## src/rtl/gray_step_ctrl.sv

```systemverilog
// Round-robin scheduler sharing one Gray counter between two requesters:
// each command optionally clears the counter, advances it N steps, then reports the value.
module gray_step_ctrl #(
  parameter int STEP_W = 4
) (
  input  logic              Clk,
  input  logic              Reset,
  input  logic              Req0,
  input  logic              Cmd0,
  input  logic [STEP_W-1:0] Steps0,
  input  logic              Req1,
  input  logic              Cmd1,
  input  logic [STEP_W-1:0] Steps1,
  input  logic [2:0]        GrayIn,
  input  logic              OvfIn,
  output logic              CntClr,
  output logic              CntEn,
  output logic [1:0]        Gnt,
  output logic              Owner,
  output logic              Busy,
  output logic              Done,
  output logic [2:0]        Result,
  output logic              OvfFlag
);

  typedef enum logic [1:0] {
    S_IDLE  = 2'd0,
    S_CLEAR = 2'd1,
    S_RUN   = 2'd2,
    S_DONE  = 2'd3
  } state_t;

  localparam logic [STEP_W-1:0] L_ONE = {{(STEP_W-1){1'b0}}, 1'b1};

  state_t            r_state;
  state_t            w_next;
  logic [STEP_W-1:0] r_remaining;
  logic [STEP_W-1:0] w_remaining;
  logic              r_last;
  logic              w_idx;
  logic              w_accept;
  logic              w_cmd;
  logic [STEP_W-1:0] w_steps;
  logic              r_cnt_clr;
  logic              r_cnt_en;
  logic [1:0]        r_gnt;
  logic              r_owner;
  logic              r_busy;
  logic              r_done;
  logic [2:0]        r_result;
  logic              r_ovf;

  // Arbitration, next-state and step-count decrement.
  always_comb begin
    w_next      = r_state;
    w_remaining = r_remaining;
    w_accept    = 1'b0;
    w_idx       = 1'b0;
    if (Req0 && Req1) begin
      w_idx = ~r_last;
    end else if (Req1) begin
      w_idx = 1'b1;
    end else begin
      w_idx = 1'b0;
    end
    w_cmd   = w_idx ? Cmd1 : Cmd0;
    w_steps = w_idx ? Steps1 : Steps0;
    case (r_state)
      S_IDLE: begin
        if (Req0 || Req1) begin
          w_accept    = 1'b1;
          w_remaining = w_steps;
          if (w_cmd) begin
            w_next = S_CLEAR;
          end else if (w_steps == '0) begin
            w_next = S_DONE;
          end else begin
            w_next = S_RUN;
          end
        end else begin
          w_next = S_IDLE;
        end
      end
      S_CLEAR: begin
        if (r_remaining == '0) begin
          w_next = S_DONE;
        end else begin
          w_next = S_RUN;
        end
      end
      S_RUN: begin
        // Guarded so the count can never wrap below zero.
        if (r_remaining != '0) begin
          w_remaining = r_remaining - L_ONE;
        end else begin
          w_remaining = '0;
        end
        if (r_remaining <= L_ONE) begin
          w_next = S_DONE;
        end else begin
          w_next = S_RUN;
        end
      end
      S_DONE:  w_next = S_IDLE;
      default: w_next = S_IDLE;
    endcase
  end

  // State register and remaining-step counter.
  always_ff @(posedge Clk or negedge Reset) begin
    if (!Reset) begin
      r_state     <= S_IDLE;
      r_remaining <= '0;
    end else begin
      r_state     <= w_next;
      r_remaining <= w_remaining;
    end
  end

  // Registered outputs decoded from the upcoming state; completion captures the counter.
  always_ff @(posedge Clk or negedge Reset) begin
    if (!Reset) begin
      r_cnt_clr <= 1'b0;
      r_cnt_en  <= 1'b0;
      r_busy    <= 1'b0;
      r_done    <= 1'b0;
      r_gnt     <= 2'b00;
      r_owner   <= 1'b0;
      r_last    <= 1'b1;
      r_result  <= 3'b000;
      r_ovf     <= 1'b0;
    end else begin
      r_cnt_clr <= (w_next == S_CLEAR);
      r_cnt_en  <= (w_next == S_RUN);
      r_busy    <= (w_next != S_IDLE);
      r_done    <= (r_state == S_DONE);
      r_gnt     <= w_accept ? (w_idx ? 2'b10 : 2'b01) : 2'b00;
      if (w_accept) begin
        r_owner <= w_idx;
        r_last  <= w_idx;
      end
      if (r_state == S_DONE) begin
        r_result <= GrayIn;
        r_ovf    <= OvfIn;
      end
    end
  end

  assign CntClr  = r_cnt_clr;
  assign CntEn   = r_cnt_en;
  assign Gnt     = r_gnt;
  assign Owner   = r_owner;
  assign Busy    = r_busy;
  assign Done    = r_done;
  assign Result  = r_result;
  assign OvfFlag = r_ovf;

endmodule

```

## config.mk

```make
export PLATFORM = sky130hd
export DESIGN_NAME = gray_step_ctrl
export DESIGN_NICKNAME = d
export VERILOG_FILES = /design/src/rtl/gray_step_ctrl.sv
export SDC_FILE = /design/constraint.sdc
export NUM_CORES = 1
export LEC_CHECK = 0
export BUFFER_PORTS_ARGS = -buffer_cell sky130_fd_sc_hd__buf_2
export CAP_MARGIN = 40
export CORE_UTILIZATION = 38
export DETAILED_ROUTE_END_ITERATION = 10
export PLACE_DENSITY = 0.72
export SKIP_LAST_GASP = 1
export SLEW_MARGIN = 25
export SYNTH_ARGS = -nofsm -noshare
export SYNTH_HDL_FRONTEND = slang
export SYNTH_SLANG_ARGS = --single-unit
```

## constraint.sdc

```tcl
create_clock -name Clk -period 2.3 [get_ports Clk]
set_input_delay 0.46 -clock Clk [delete_from_list [all_inputs] [get_ports Clk]]
set_output_delay 0.46 -clock Clk [all_outputs]
set_load 0.02 [all_outputs]
```

==> flow_summary.rst <==
.. list-table::
   :header-rows: 1

   * - Metric
     - Value
   * - Distinct cell type count of the synthesized netlist
     - 30
   * - Cell-by-cell trace of the critical path
     - inv_1, ha_1, or3b_1, o21ai_2, o21ai_2, a221o_1
   * - Final WL
     - about 1.7 mm
   * - Max stage delay cell, worst path
     - sky130_fd_sc_hd__dfrtp_1
   * - Least setup slack across all paths after layout
     - roughly 470 ps
   * - Required time at the worst-slack endpoint
     - approximately 2500 ps
   * - Final number of hold-violating endpoints
     - 0
   * - Minimum clock period after layout
     - around 1800 ps
   * - Number of optimization iterations in the first detailed-route pass
     - 4
   * - Cell Pwr Density
     - 1343 mW/mm^2
   * - Total Negative Setup Slacks
     - 0 ps
   * - Arr. time, crit path
     - 2020 ps
   * - HPWL reported at the end of detailed placement
     - around 1.3 mm
   * - Total area of multi-input combinational cells
     - between 400 and 500 sq um
   * - Average size of a mapped cell
     - between 10 and 15 sq um
   * - Final Cell Area
     - ~0.0011 sq mm
   * - Clock root buffer master
     - sky130_fd_sc_hd__clkbuf_4
   * - Number of nets in the synthesized netlist
     - 110
   * - Kind of end point of the critical path
     - register
   * - Num rows
     - 17
   * - Cell count of the worst reg-to-reg path
     - 6
   * - Sequential fraction of the synthesis area
     - 0.4833
   * - Final slew viol count
     - 0
   * - Worst vdd rail ir drop
     - about 570 uV
   * - Crit Path Max Fanout
     - 8
   * - RSZ-0062 raised after global routing
     - false
   * - Yosys warns
     - 0
   * - Placed standard-cell area
     - about 0.0011 sq mm
   * - Die Outline Area
     - 0.002662 sq mm
   * - Num Clock Sinks
     - 18
   * - Relative slew margins
     - 0.6132
   * - Hold slack
     - about 73 ps
   * - Quantity of hold-fixing buffers added after cts
     - 0
   * - Static Leakage
     - approximately 0.56 nW
   * - Clock latency reported for the late side of the worst-skew pair
     - a little under 300 ps
   * - Initial antenna violation count
     - 0
   * - Number of buffers added by the clock tree synthesis step
     - 3
   * - Number of diodes
     - 0
   * - DRC violations left
     - 0
   * - GR Util All Layers
     - 0.1504
   * - Layout cell share with drive strength beyond 1
     - 0.3729
   * - End point of the critical path
     - r_remaining[1]
   * - Number of placed I/O pins
     - 29
   * - Sum of internal, switching and leakage power
     - roughly 1.5 mW
   * - Startpoint type of the worst setup path
     - register
   * - Start point of the critical path
     - r_state[0]
   * - Synth-to-layout area growth
     - 22.22%
   * - Vias in the first global route
     - slightly above 700
   * - Register bit count reported by yosys
     - 18
   * - Core Box Area
     - about 0.0023 sq mm
   * - Number of levels the H-tree was split into
     - 1
   * - Input/output buffers
     - 28
   * - Leading cell types by total area after synthesis
     - sky130_fd_sc_hd__dfrtp_1, sky130_fd_sc_hd__mux2_2, sky130_fd_sc_hd__ha_1
   * - Initial Utilization
     - 0.4145
   * - Path category of the worst min-delay check
     - input port to async pin
   * - Final Cycle Share
     - 0.7975
   * - RR Endpoint
     - r_remaining[1]
   * - Detail-routed net length per standard cell
     - 11.89 microns
   * - Status
     - finished clean
   * - Placer Congestion
     - about 0.75
   * - TritonCTS clock tree
     - done
   * - DIE HEIGHT
     - 51.60 microns
   * - Via-to-Cell Ratio
     - 5.233
   * - Fraction of synthesized cell area taken by the top area cell type
     - 0.4552
   * - Worst setup slack for register-to-register paths
     - between 400 and 500 ps
   * - Critical path's most frequent cell
     - sky130_fd_sc_hd__o21ai_2
   * - Sequential Area
     - 451.7 sq um
   * - Reg2Reg Launch Point
     - r_state[0]
   * - Placement Setup Slack
     - around 480 ps
   * - Total of max-cap violations
     - 0
   * - Global-route wire length before repair
     - approximately 2.9 mm
   * - Maximum number of pins on one net before global-route repair
     - 19
   * - Cell taking the most area after synthesis
     - sky130_fd_sc_hd__dfrtp_1
   * - Clock-pin slew on the worst setup and hold paths
     - approximately 100 ps
   * - Total number of vias
     - around 760
   * - Final setup viols
     - 0
   * - DRC violation total after the first TritonRoute iteration
     - 6
   * - Antenna-violating nets left
     - 0
   * - Grt total ovfl
     - 0
   * - Delay of the slowest critical-path stage
     - 420 ps
   * - Maximum clock frequency
     - between 0.5 and 0.6 GHz
   * - Die W
     - between 50 and 60 microns
   * - Critical path start-end classification
     - register to register
   * - Number of inserted filler cells in the final layout
     - between 200 and 250
   * - Post-Syn Instances
     - between 80 and 90
   * - Tightest Pin Transition
     - 574.2 ps
   * - Maximum clock skew at final layout
     - approximately 1.5 ps
   * - Max Root-Sink Buffers
     - 2
   * - Gates resized, CTS repair
     - 0
   * - Final layout net count
     - approximately 140
   * - Number of buffers inserted by post-CTS setup repair
     - 0
   * - Mapped cell area
     - around 930 sq um
## area by class of cell
class	count	share of cell area
inverters	5	0.01643
well taps	28	0.03067
multi-input cells	62	0.3965
flip-flops and latches	18	0.3954
repair buffers	29	0.1292
clock buffers	4	0.03176
## synthesized netlist by cell type
master / count
sky130_fd_sc_hd__dfrtp_1: 17
sky130_fd_sc_hd__mux2_2: 7
sky130_fd_sc_hd__nor2_1: 6
sky130_fd_sc_hd__ha_1: 5
sky130_fd_sc_hd__inv_1: 5
sky130_fd_sc_hd__nand2_1: 5
sky130_fd_sc_hd__o21ai_0: 5
sky130_fd_sc_hd__mux2i_1: 4
sky130_fd_sc_hd__a21oi_1: 3
sky130_fd_sc_hd__nand2b_1: 3
sky130_fd_sc_hd__nor4_1: 3
sky130_fd_sc_hd__a21boi_0: 2
sky130_fd_sc_hd__a31oi_1: 2
sky130_fd_sc_hd__nand3b_1: 2
sky130_fd_sc_hd__nor3_1: 2
sky130_fd_sc_hd__o21ai_2: 2
sky130_fd_sc_hd__a21o_1: 1
sky130_fd_sc_hd__a221o_1: 1
sky130_fd_sc_hd__and2_2: 1
sky130_fd_sc_hd__buf_4: 1
sky130_fd_sc_hd__clkbuf_1: 1
sky130_fd_sc_hd__dfstp_2: 1
sky130_fd_sc_hd__nand3_1: 1
sky130_fd_sc_hd__nor2b_1: 1
sky130_fd_sc_hd__o211ai_1: 1
sky130_fd_sc_hd__o22ai_1: 1
sky130_fd_sc_hd__o32ai_1: 1
sky130_fd_sc_hd__o41ai_1: 1
sky130_fd_sc_hd__or3_1: 1
sky130_fd_sc_hd__or3b_1: 1
## metrics by stage
stage	cells	utilization
after floorplan	87	-
after global placement	142	0.4906
after detailed placement	142	0.4906
after CTS	146	0.5067
after global routing	146	0.5067
final	146	0.5067
## worst min-delay path by stage
stage	startpoint	slack (ps)	endpoint
2_1_floorplan	Reset	160	Busy
3_3_place_gp	Reset	410	r_remaining[1]
3_5_place_dp	Reset	410	Gnt[1]
4_1_cts	Reset	80	Gnt[1]
5_1_grt	Reset	90	Gnt[1]
6_report	Reset	70	Gnt[1]
## power breakdown
part / switching, mW / total [mW] / internal [mW]
Sequential: 0.105 / 0.580 / 0.475
Combinational: 0.431 / 0.761 / 0.331
Clock: 0.0957 / 0.192 / 0.0964
Total: 0.631 / 1.53 / 0.902
## worst max-delay path: cells and delay by family (launching register included)
| kind | cells | cell delay [ps] |
|---|---|---|
| adders and majority gates | 1 | 260 |
| DFF | 1 | 420 |
| and+or+nand+nor | 1 | 380 |
| buffers and inverters | 1 | 110 |
| AOI/OAI and AO/OA | 3 | 550 |
## logic make-up (layout without fill, tap and decap cells)
group	count (synthesis)	in the layout	share of synthesized area
buffers and inverters	7	38	0.03213
AOI/OAI and AO/OA	20	20	0.1432
adders and majority gates	5	5	0.06693
DFF	18	18	0.4833
and+or+nand+nor	26	26	0.1473
muxes	11	11	0.1272
## per-layer routing
metal,up-vias,global-route usage,share of wire
met5,-,0,0
met4,0,0.08108,0.021
met3,4,0.02924,0.055
met2,27,0.2641,0.47
met1,359,0.1701,0.45
li1,374,-,-
## cells in the final DEF (no fill, tap or decap)
master                      n
sky130_fd_sc_hd__o32ai_1    1
sky130_fd_sc_hd__clkbuf_8   1
sky130_fd_sc_hd__nand3b_1   2
sky130_fd_sc_hd__nor2_1     6
sky130_fd_sc_hd__or3_1      1
sky130_fd_sc_hd__and2_2     1
sky130_fd_sc_hd__or3b_1     1
sky130_fd_sc_hd__a21oi_1    3
sky130_fd_sc_hd__a21o_1     1
sky130_fd_sc_hd__dfrtp_1   17
sky130_fd_sc_hd__clkbuf_4   3
sky130_fd_sc_hd__nor4_1     3
sky130_fd_sc_hd__inv_1      5
sky130_fd_sc_hd__nor2b_1    1
sky130_fd_sc_hd__mux2_2     7
sky130_fd_sc_hd__mux2i_1    4
sky130_fd_sc_hd__nand2_1    5
sky130_fd_sc_hd__nor3_1     2
sky130_fd_sc_hd__o41ai_1    1
sky130_fd_sc_hd__o21ai_0    5
sky130_fd_sc_hd__o22ai_1    1
sky130_fd_sc_hd__nand3_1    1
sky130_fd_sc_hd__dfstp_2    1
sky130_fd_sc_hd__o211ai_1   1
sky130_fd_sc_hd__buf_4      1
sky130_fd_sc_hd__a221o_1    1
sky130_fd_sc_hd__a21boi_0   2
sky130_fd_sc_hd__a31oi_1    2
sky130_fd_sc_hd__nand2b_1   3
sky130_fd_sc_hd__o21ai_2    2
sky130_fd_sc_hd__buf_2     28
sky130_fd_sc_hd__ha_1       5
## sequential cells by signal, indices dropped and copies added, names as in the netlist
name         flops
Result           3
Gnt              2
OvfFlag          1
Owner            1
Busy             1
CntEn            1
Done             1
r_last           1
r_state          2
r_remaining      4
CntClr           1
Note: power is estimated with default switching activity, not from simulation.
